`src/rtl/ask_frame_sync_pkg.sv`:
```
// rtl/ask_frame_sync_pkg.sv - shared types and constants for the ASK frame synchroniser
// Purpose: FSM state encoding, default sync word and byte width used by the
//          interface, the bit deserialiser and the top level.
// Ports:   none (package)
package ask_pkg;

  typedef enum logic [1:0] {
    HUNT    = 2'd0,
    PAYLOAD = 2'd1,
    CHECK   = 2'd2
  } ask_state_e;

  localparam logic [7:0] ASK_SYNC_WORD = 8'hA5;
  localparam int         ASK_BYTE_W    = 8;

endpackage

```
`src/rtl/ask_frame_sync_if.sv`:
```
// rtl/ask_frame_sync_if.sv - bit-stream input and frame/byte status bundle
// Purpose: groups the demodulator-side inputs and all framer outputs.
// Ports (signals):
//   en, bit_in, bit_valid                     driven by the master (bit source)
//   byte_out[7:0], byte_valid, frame_start,
//   frame_done, frame_ok, sync_lock,
//   frame_cnt[7:0], err_cnt[7:0]             driven by the slave (ask_frame_sync)
interface ask_frame_sync_if;
  import ask_pkg::*;

  logic                  en;
  logic                  bit_in;
  logic                  bit_valid;
  logic [ASK_BYTE_W-1:0] byte_out;
  logic                  byte_valid;
  logic                  frame_start;
  logic                  frame_done;
  logic                  frame_ok;
  logic                  sync_lock;
  logic [7:0]            frame_cnt;
  logic [7:0]            err_cnt;

  modport master (
    output en, bit_in, bit_valid,
    input  byte_out, byte_valid, frame_start, frame_done, frame_ok,
           sync_lock, frame_cnt, err_cnt
  );

  modport slave (
    input  en, bit_in, bit_valid,
    output byte_out, byte_valid, frame_start, frame_done, frame_ok,
           sync_lock, frame_cnt, err_cnt
  );

endinterface

```
`src/rtl/ask_frame_sync_deser.sv`:
```
// rtl/ask_frame_sync_deser.sv - MSB-first 8-bit deserialiser with bit counter
// Purpose: collects 8 bits into a byte; shared by payload and checksum reception.
// Ports:
//   clk, rst       clock, async active-high reset
//   clr            synchronous clear of shifter and counter (sync detect / abort)
//   shift, bit_in  accept one bit this cycle
//   byte_next[7:0] byte including the bit currently being shifted in
//   byte_done      high in the cycle the 8th bit is shifted (byte_next complete)
module ask_bit_deser
  import ask_pkg::*;
(
  input  logic                  clk,
  input  logic                  rst,
  input  logic                  clr,
  input  logic                  shift,
  input  logic                  bit_in,
  output logic [ASK_BYTE_W-1:0] byte_next,
  output logic                  byte_done
);

  logic [ASK_BYTE_W-1:0] sr_q;
  logic [2:0]            cnt_q;

  assign byte_next = {sr_q[ASK_BYTE_W-2:0], bit_in};
  // clr and shift are never asserted together by the top level, so byte_done
  // need not depend on clr (keeps the top-level clear logic loop-free).
  assign byte_done = shift && (cnt_q == 3'd7);

  always_ff @(posedge clk or posedge rst) begin
    if (rst) begin
      sr_q  <= '0;
      cnt_q <= '0;
    end else if (clr) begin
      sr_q  <= '0;
      cnt_q <= '0;
    end else if (shift) begin
      sr_q  <= byte_next;
      cnt_q <= cnt_q + 3'd1;
    end
  end

endmodule

```
`src/rtl/ask_frame_sync.sv`:
```
// rtl/ask_frame_sync.sv - sync-word hunter, payload deserialiser and XOR checksum checker
// Purpose: hunts SYNC_WORD in the demodulated bit stream, emits PAYLOAD_LEN bytes,
//          verifies the trailing XOR checksum and keeps good/bad frame counters.
// Ports:
//   clk, rst    clock, async active-high reset
//   bus (slave) en, bit_in, bit_valid in; byte_out, byte_valid, frame_start,
//               frame_done, frame_ok, sync_lock, frame_cnt, err_cnt out (all registered)
module ask_frame_sync
  import ask_pkg::*;
#(
  parameter logic [7:0] SYNC_WORD   = ASK_SYNC_WORD,
  parameter int         PAYLOAD_LEN = 4,
  parameter int         TIMEOUT_CYC = 65536
) (
  input  logic              clk,
  input  logic              rst,
  ask_frame_sync_if.slave   bus
);

  localparam int IDX_W = $clog2(PAYLOAD_LEN + 1);
  localparam int TIM_W = $clog2(TIMEOUT_CYC);

  ask_state_e            state_q, state_d;
  logic [7:0]            hunt_sr_q, hunt_sr_d;
  logic [IDX_W-1:0]      idx_q, idx_d;
  logic [ASK_BYTE_W-1:0] ck_q, ck_d;
  logic [TIM_W-1:0]      timer_q, timer_d;
  logic [ASK_BYTE_W-1:0] byte_out_q, byte_out_d;
  logic                  byte_valid_q, byte_valid_d;
  logic                  frame_start_q, frame_start_d;
  logic                  frame_done_q, frame_done_d;
  logic                  frame_ok_q, frame_ok_d;
  logic                  sync_lock_q, sync_lock_d;
  logic [7:0]            frame_cnt_q, frame_cnt_d;
  logic [7:0]            err_cnt_q, err_cnt_d;

  logic                  acc;
  logic                  deser_clr;
  logic                  deser_shift;
  logic [ASK_BYTE_W-1:0] byte_next;
  logic                  byte_done;
  logic [7:0]            sync_cand;

  assign acc         = bus.en && bus.bit_valid;
  assign deser_shift = acc && (state_q != HUNT);
  assign sync_cand   = {hunt_sr_q[6:0], bus.bit_in};

  ask_bit_deser u_deser (
    .clk       (clk),
    .rst       (rst),
    .clr       (deser_clr),
    .shift     (deser_shift),
    .bit_in    (bus.bit_in),
    .byte_next (byte_next),
    .byte_done (byte_done)
  );

  always_ff @(posedge clk or posedge rst) begin
    if (rst) begin
      state_q <= HUNT;
    end else begin
      state_q <= state_d;
    end
  end

  always_comb begin
    state_d       = state_q;
    hunt_sr_d     = hunt_sr_q;
    idx_d         = idx_q;
    ck_d          = ck_q;
    timer_d       = timer_q;
    byte_out_d    = byte_out_q;
    byte_valid_d  = 1'b0;
    frame_start_d = 1'b0;
    frame_done_d  = 1'b0;
    frame_ok_d    = frame_ok_q;
    frame_cnt_d   = frame_cnt_q;
    err_cnt_d     = err_cnt_q;
    deser_clr     = 1'b0;

    if (!bus.en) begin
      // Silent return to HUNT: no frame_done, counters untouched.
      state_d   = HUNT;
      hunt_sr_d = '0;
      timer_d   = '0;
      deser_clr = 1'b1;
    end else begin
      unique case (state_q)
        HUNT: begin
          timer_d = '0;
          if (acc) begin
            hunt_sr_d = sync_cand;
            if (sync_cand == SYNC_WORD) begin
              state_d       = PAYLOAD;
              frame_start_d = 1'b1;
              idx_d         = '0;
              ck_d          = '0;
              deser_clr     = 1'b1;
            end
          end
        end

        PAYLOAD, CHECK: begin
          // Held clear while locked so the hunt restarts from zeros afterwards.
          hunt_sr_d = '0;
          if (acc) begin
            timer_d = '0;
          end else if (timer_q == TIM_W'(TIMEOUT_CYC - 1)) begin
            state_d      = HUNT;
            timer_d      = '0;
            deser_clr    = 1'b1;
            frame_done_d = 1'b1;
            frame_ok_d   = 1'b0;
            if (err_cnt_q != 8'hFF) err_cnt_d = err_cnt_q + 8'd1;
          end else begin
            timer_d = timer_q + 1'b1;
          end

          if (byte_done) begin
            if (state_q == PAYLOAD) begin
              byte_out_d   = byte_next;
              byte_valid_d = 1'b1;
              ck_d         = ck_q ^ byte_next;
              idx_d        = idx_q + 1'b1;
              if (idx_q == IDX_W'(PAYLOAD_LEN - 1)) state_d = CHECK;
            end else begin
              state_d      = HUNT;
              frame_done_d = 1'b1;
              frame_ok_d   = (byte_next == ck_q);
              if (byte_next == ck_q) begin
                frame_cnt_d = frame_cnt_q + 8'd1;
              end else if (err_cnt_q != 8'hFF) begin
                err_cnt_d = err_cnt_q + 8'd1;
              end
            end
          end
        end

        default: state_d = HUNT;
      endcase
    end

    sync_lock_d = (state_d != HUNT);
  end

  always_ff @(posedge clk or posedge rst) begin
    if (rst) begin
      hunt_sr_q     <= '0;
      idx_q         <= '0;
      ck_q          <= '0;
      timer_q       <= '0;
      byte_out_q    <= '0;
      byte_valid_q  <= 1'b0;
      frame_start_q <= 1'b0;
      frame_done_q  <= 1'b0;
      frame_ok_q    <= 1'b0;
      sync_lock_q   <= 1'b0;
      frame_cnt_q   <= '0;
      err_cnt_q     <= '0;
    end else begin
      hunt_sr_q     <= hunt_sr_d;
      idx_q         <= idx_d;
      ck_q          <= ck_d;
      timer_q       <= timer_d;
      byte_out_q    <= byte_out_d;
      byte_valid_q  <= byte_valid_d;
      frame_start_q <= frame_start_d;
      frame_done_q  <= frame_done_d;
      frame_ok_q    <= frame_ok_d;
      sync_lock_q   <= sync_lock_d;
      frame_cnt_q   <= frame_cnt_d;
      err_cnt_q     <= err_cnt_d;
    end
  end

  assign bus.byte_out    = byte_out_q;
  assign bus.byte_valid  = byte_valid_q;
  assign bus.frame_start = frame_start_q;
  assign bus.frame_done  = frame_done_q;
  assign bus.frame_ok    = frame_ok_q;
  assign bus.sync_lock   = sync_lock_q;
  assign bus.frame_cnt   = frame_cnt_q;
  assign bus.err_cnt     = err_cnt_q;

endmodule

```
`src/flat_wrapper.sv`:
```
// flat-port wrapper written by rule: the top's interface ports become plain ports
module ask_frame_sync_flat import ask_pkg::*;
#(
  parameter logic [7:0] SYNC_WORD   = ASK_SYNC_WORD,
  parameter int         PAYLOAD_LEN = 4,
  parameter int         TIMEOUT_CYC = 65536
)
  (clk, rst, bus_en, bus_bit_in, bus_bit_valid, bus_byte_out, bus_byte_valid, bus_frame_start, bus_frame_done, bus_frame_ok, bus_sync_lock, bus_frame_cnt, bus_err_cnt);
  ask_frame_sync_if bus_i ();
  input  logic clk;
  input  logic rst;
  input wire logic [$bits(bus_i.en)-1:0] bus_en;
  input wire logic [$bits(bus_i.bit_in)-1:0] bus_bit_in;
  input wire logic [$bits(bus_i.bit_valid)-1:0] bus_bit_valid;
  output wire logic [$bits(bus_i.byte_out)-1:0] bus_byte_out;
  output wire logic [$bits(bus_i.byte_valid)-1:0] bus_byte_valid;
  output wire logic [$bits(bus_i.frame_start)-1:0] bus_frame_start;
  output wire logic [$bits(bus_i.frame_done)-1:0] bus_frame_done;
  output wire logic [$bits(bus_i.frame_ok)-1:0] bus_frame_ok;
  output wire logic [$bits(bus_i.sync_lock)-1:0] bus_sync_lock;
  output wire logic [$bits(bus_i.frame_cnt)-1:0] bus_frame_cnt;
  output wire logic [$bits(bus_i.err_cnt)-1:0] bus_err_cnt;
  assign bus_i.en = bus_en;
  assign bus_i.bit_in = bus_bit_in;
  assign bus_i.bit_valid = bus_bit_valid;
  assign bus_byte_out = bus_i.byte_out;
  assign bus_byte_valid = bus_i.byte_valid;
  assign bus_frame_start = bus_i.frame_start;
  assign bus_frame_done = bus_i.frame_done;
  assign bus_frame_ok = bus_i.frame_ok;
  assign bus_sync_lock = bus_i.sync_lock;
  assign bus_frame_cnt = bus_i.frame_cnt;
  assign bus_err_cnt = bus_i.err_cnt;
  ask_frame_sync #(.SYNC_WORD(SYNC_WORD), .PAYLOAD_LEN(PAYLOAD_LEN), .TIMEOUT_CYC(TIMEOUT_CYC)) u_core (.clk(clk), .rst(rst), .bus(bus_i));
endmodule
```
`config.mk`:
```
export PLATFORM = sky130hd
export DESIGN_NAME = ask_frame_sync_flat
export DESIGN_NICKNAME = d
export VERILOG_FILES = /design/src/rtl/ask_frame_sync_pkg.sv /design/src/rtl/ask_frame_sync_if.sv /design/src/rtl/ask_frame_sync_deser.sv /design/src/rtl/ask_frame_sync.sv /design/src/flat_wrapper.sv
export SDC_FILE = /design/constraint.sdc
export NUM_CORES = 1
export LEC_CHECK = 0
export BUFFER_PORTS_ARGS = -buffer_cell sky130_fd_sc_hd__buf_2
export CORE_AREA = 8 8 85 102
export CTS_CLUSTER_SIZE = 28
export DETAILED_ROUTE_END_ITERATION = 8
export DIE_AREA = 0 0 93 110
export PLACE_DENSITY = 0.72
export SKIP_LAST_GASP = 1
export SLEW_MARGIN = 5
export SYNTH_ARGS = -nofsm -noshare
export SYNTH_HDL_FRONTEND = slang
export SYNTH_HIERARCHICAL = 1
export SYNTH_SLANG_ARGS = --single-unit
```
`constraint.sdc`:
```
create_clock -name clk -period 2.99 [get_ports clk]
set_clock_uncertainty 0.15 [all_clocks]
set_input_delay 0.1495 -clock clk [delete_from_list [all_inputs] [get_ports clk]]
set_output_delay 0.1495 -clock clk [all_outputs]
set_load 0.1 [all_outputs]
```
; After elaboration in Yosys (flattened, before gate mapping)
; Cells that the tools add are included.
[word_totals]
ff_bits = 75
inputBits = 5
out_inout_bits = 29
elab_cells = 107
[classes]
add_sub_neg = 5
n_eq_ne = 14
n_mux = 57
n_bitwise = 2
reduce_logical = 14
[op_table]
columns = cell, n
row1 = $mux 8, 11
row2 = $mux 16, 3
row3 = $pmux 16 s2, 1
row4 = $mux 7, 4
row5 = $mux 1, 19
row6 = $mux 3, 6
row7 = $add 16x1->16 const B, 1
row8 = $add 8x1->8 const B, 2
row9 = $eq 16x16->1 const B, 1
row10 = $mux 2, 8
row11 = $pmux 8 s2, 1
row12 = $pmux 7 s2, 1
row13 = $eq 8x8->1, 1
row14 = $eq 8x8->1 const B, 1
row15 = $ne 2x1->1 const B, 4
row16 = $ne 8x8->1 const B, 1
row17 = $reduce_bool 2->1, 4
row18 = $xor 8x8->8, 1
row19 = $add 3x1->3 const B, 2
row20 = $pmux 3 s2, 1
row21 = $reduce_and 6->1, 1
row22 = $reduce_and 5->1, 1
row23 = $pmux 2 s2, 1
row24 = $reduce_and 2->1, 2
row25 = other kinds (12), 14

; Depth between registers and ports, before layout
[logic_depth]
word_depth = 9
mapped_depth = 12
ltp_nobuf = 9

; Modules after synthesis
; Netlist, hierarchy kept.
[by_module_without_submodules]
columns = mod, n_inst, cells_each, area_per_inst_um2, seq_area_each_um2
row1 = ask_frame_sync, 1, 339, 3348.2, 1626.6
row2 = ask_bit_deser, 1, 37, 446.7, 250.2

; Worst setup path after synthesis
; No wires, ideal clock.
[synth_timing]
path_kind = reg-to-reg
startpoint = register u_core.state_q[0]
endpoint = register u_core.err_cnt_q[7], in the netlist u_core/bus.err_cnt[7]
setup_time_ps = 126
t_arrival_ps = 2485
required_time_ps = 2714
path_slack_ps = 230
stages_incl_launch_ff = 11
path_buffers = 2
period_less_slack_ps = 2760
cell_sequence = dfrtp_1 inv_1 ha_1 clkbuf_1 nor2_1 buf_6 and2_2 nand4b_1 a31oi_1 o2111ai_2 mux2_4
[synth_via]
elab_chain_cells = 4
elab_cells_between_ends = 9
cone_classes = eq/ne: 2 / mux: 2 / reduce/logical: 5
[synth_rtl]
columns = item, line_no
row1 = start: declaration, ask_frame_sync.sv:23  ; ask_state_e state_q, state_d;
row2 = start signal: assignment, ask_frame_sync.sv:62  ; state_q <= state_d;
row3 = $reduce_bool 2->1, ask_frame_sync.sv:45  ; assign deser_shift = acc && (state_q != HUNT);
row4 = $logic_and 1x1->1, ask_frame_sync.sv:45
row5 = named net u_core.deser_shift, ask_frame_sync.sv:39  ; logic deser_shift;
row6 = $logic_and 1x1->1, ask_frame_sync_deser.sv:27  ; assign byte_done = shift && (cnt_q == 3'd7);
row7 = named net u_core.byte_done, ask_frame_sync.sv:41  ; logic byte_done;
row8 = $mux 8, ask_frame_sync.sv:119  ; if (byte_done) begin
row9 = end signal: assignment, ask_frame_sync.sv:172  ; err_cnt_q <= err_cnt_d;
row10 = end: declaration, ask_frame_sync.sv:35  ; logic [7:0] err_cnt_q, err_cnt_d;
; The timed path passes the listed nets, and every way through them passes these cells.
; A chain may end at the register's enable or synchronous reset.

; Worst setup path in the final report
[layout_timing]
startpoint = register u_core.state_q[0]
endpoint = register u_core.timer_q[7]
[layout_via]
elab_chain_cells = 4
elab_cells_between_ends = 7
cone_classes = eq/ne: 3 / mux: 2 / reduce/logical: 2
[layout_rtl]
columns = item, line_no
row1 = $eq 2x2->1 or $eq 2x1->1 (tied branches), ask_frame_sync.sv:88  ; unique case (state_q)
row2 = $reduce_or 2->1, ask_frame_sync.sv:88
row3 = $pmux 16 s2, ask_frame_sync.sv:88
row4 = $mux 16, ask_frame_sync.sv:81  ; if (!bus.en) begin
row5 = end signal: assignment, ask_frame_sync.sv:164  ; timer_q <= timer_d;
row6 = end: declaration, ask_frame_sync.sv:27  ; logic [TIM_W-1:0] timer_q, timer_d;
; Several ways; a longest one is shown, not always the timed one.

==> metrics.md <==
| Metric | Value |
|---|---|
| Clock Sinks | 75 |
| H-tree levels | 3 |
| Crit Path Max Fanout | 12 |
| Leakage | between 0.002 and 0.0025 uW |
| Post-synth EDFFs | 0 |
| Fin. Hold Viols | 0 |
| CTS-repair resized insts | 0 |
| Status | finished, final reports clean |
| Pin count of the biggest net entering global routing | 36 |
| Bufs on Longest Clock Path | 2 |
| Period utilization | 87.49% |
| Antenna Cells | 0 |
| Cell variety after synth | slightly above 50 |
| # Max-Cap Violations | 0 |
| Cell Chain, Critical Path | inv_1 > ha_1 > nor2b_1 > nand2_1 > nor2_1 > o21ai_0 > a31oi_1 |
| Crit path max-delay family | simple AND/OR/NAND/NOR gates |
| Simple-gate share of the synthesized area | roughly a fifth |
| Filler cells | between 600 and 700 |
| TritonCTS clock tree | built |
| RSZ-0062 raised after global routing | false |
| Setup CP Type | flop to flop |
| Post-route cell area | between 4000 and 5000 sq um |
| Iter 0 DRT Violations | 120 |
| Reg area | between 1500 and 2000 sq um |
| Top FF cell, synth | dfrtp_1 |
| Cell taking the most area after synthesis | dfrtp_1 |
| Die extent in y | 110 um |
| Hold buffers post-CTS | 1 |
| DRC Markers | 0 |
| Xor and xnor area share after synthesis | under 10% |
| WL final | about 8000 um |
| VDD IR max | between 0.2 and 0.25 mV |
| Post-synth ARST share | 100.0% |
| Vias in the first global route | slightly above 3000 |
| Mean Syn Cell Area | 10.09 sq um |
| Area Growth Syn to Fin | 11.94% |
| Number of nets in the layout | about 430 |
| Initial antenna violation count | 0 |
| Sequential element share of the synthesized area | roughly half |
| Synthesized area | 3795 sq um |
| Relative slew slack | about 50% |
| WP buf/inv | 1 |
| Post-CTS Setup Bufs | 0 |
| Synth area leaders | dfrtp_1, o21ai_0, ha_1 |
| Clk root buf | clkbuf_8 |
| Synth Area in Compound Gates | between 10% and 20% |
| Number of buffers added on ports | 33 |
| Syn nets | roughly 400 |
| Multiplexer share of the synthesized area | under 10% |
| Via count | approximately 3000 |
| Post-Syn Instances | roughly 380 |
| Max Clock Freq | 0.3823 GHz |
| Io pins | 34 |
| Area share of fa/ha/maj cells after synthesis | roughly 3.6% |
| Max-slew violations | 0 |
| ANT nets after route | 0 |
| Final min period | between 2 and 3 ns |
| Most common cell after layout, fill and taps aside | dfrtp_1 |
| GR Overflow Total | 0 |
| Power per cell area | approximately 410 nW/um^2 |
| First-pass GRT wire length | around 14000 um |
| Die area | about 10000 sq um |
| Synthesis-stage register bit count | 75 |
| Top cell type's share of synthesized area | between 40% and 50% |
| Layout cells sized above 1 | approximately 17% |
| Slew @ Worst Pin | roughly 0.75 ns |
| Most frequent cells in the layout | dfrtp_1, buf_2, o21ai_0 |
| Startpoint type of the worst setup path | flop |
| Main combinational cell family by area after synthesis | simple AND/OR/NAND/NOR gates |
| Drt pass-1 iters | 4 |
| Via density | between 5 and 6 |
| Slowest CP cell | ha_1 |
| # setup viols final | 0 |
| Skew-Pair Late Insertion Delay | approximately 0.35 ns |
| Row count | 34 |
| Placement Cell Area | 4068 sq um |
| Highest cell delay on the worst timing path | about 0.5 ns |
| Gpl congestion | about 0.81 |
| Multi-input logic area | between 1500 and 2000 sq um |
| Dpl ws | around 0.42 ns |
| Wire per inst | roughly 16 um |
| Initial core utilization | between 50% and 60% |
| Pwr Total | between 1500 and 2000 uW |
| Die Width | 93 um |
| WP data required | ~3.1 ns |
| Element type at the critical path end | flop |
| Dpl hpwl | approximately 5700 um |
| CP arrival | around 2.7 ns |
| Setup TNS Final | 0 ns |
| Num CTS Buffers | 9 |
| Worst hold-check path type | input pin to flop |
| Worst Slack Setup Final | between 0.3 and 0.4 ns |
| Gr usage total | around 17% |
| Worst-path clk slew | 0.09 ns |
| Core area | slightly above 7000 sq um |
| YS warnings | 6 |
## layer usage
layer	vias up	global-route usage [%]	routed length, um
met5	-	0	0
met4	0	8.189	195
met3	19	2.710	309
met2	63	28.81	4004
met1	1490	20.03	3568
li1	1417	-	-
## per-stage QoR
stage | std cells | hold slack, ns | utilization (%)
4_1_cts | 511 | 0.009668 | 60.15
3_3_place_gp | 494 | -0.001357 | 57.60
5_1_grt | 511 | 0.03472 | 60.15
6_report | 511 | 0.02594 | 60.15
2_1_floorplan | 376 | -0.1603 | -
3_5_place_dp | 494 | 0.01464 | 57.60
## logic make-up (layout without fill, tap and decap cells)
family	Yosys count	after routing
simple gates	140	140
compound gates	84	84
flops	75	75
buf+inv	27	72
mux	21	21
xor+xnor	18	18
fa+ha+maj	11	11
## worst register-to-register path: cells and delay by family, from the launching register on
kind / cells / cell delay [ns]
buffers and inverters: 1 / 0.07
and+or+nand+nor: 3 / 1.01
adders and majority gates: 1 / 0.51
DFF: 1 / 0.42
AOI/OAI and AO/OA: 2 / 0.38
## path summary, 6_finish.rpt
path                                                  start                            endpoint  slack [ns]  cells after the start
worst max-delay path            u_core/state_q[0]$_DFF_PP0_       u_core/timer_q[7]$_DFFE_PP0P_        0.37                      7
worst min-delay path                             bus_bit_in          u_core/ck_q[0]$_DFFE_PP0P_        0.03                      3
worst max register to register  u_core/state_q[0]$_DFF_PP0_       u_core/timer_q[7]$_DFFE_PP0P_        0.37                      7
worst min register to register  u_core/idx_q[2]$_DFFE_PP0P_         u_core/idx_q[2]$_DFFE_PP0P_        0.33                      2
max in group asynchronous                               rst      u_core/timer_q[15]$_DFFE_PP0P_        1.63                      4
min in group asynchronous                               rst  u_core/u_deser/sr_q[0]$_DFFE_PP0P_        0.19                      3
## power by group
group	total (uW)	internal (uW)	switching (uW)	leakage [uW]
clock	692	307	385	0.0000839
sequential	1020	1010	1.37	0.00105
combinational	45.3	10.8	34.5	0.000914
## state kept, by name (all words and copies together), names as in the netlist
register                flops
u_core/u_deser/cnt_q        3
u_core/bus.frame_done       1
u_core/timer_q             16
u_core/bus.err_cnt          8
u_core/idx_q                3
u_core/state_q              2
u_core/bus.sync_lock        1
u_core/ck_q                 8
u_core/bus.byte_valid       1
u_core/u_deser/sr_q         7
u_core/bus.frame_ok         1
u_core/bus.byte_out         8
u_core/hunt_sr_q            7
u_core/bus.frame_start      1
u_core/bus.frame_cnt        8
## cell usage after synthesis (all sizes together) (5+ instances only)
cell type	n
dfrtp	75
o21ai	38
nor2	27
nand2	25
nand2b	16
nand3	16
a21oi	15
nor2b	15
inv	13
ha	11
mux2	11
xor2	11
mux2i	10
nand4	9
clkbuf	8
a31oi	7
and2	7
xnor2	7
and3	6
buf	6
nor4	5
## cell type report
type	instances	share of cell area [%]
well taps	90	2.651
flip-flops and latches	75	44.18
multi-input cells	274	42.30
repair buffers	43	5.714
clock inverters	5	0.9131
inverters	13	1.149
clock buffers	11	3.093
(Power assumes the default switching activity.)
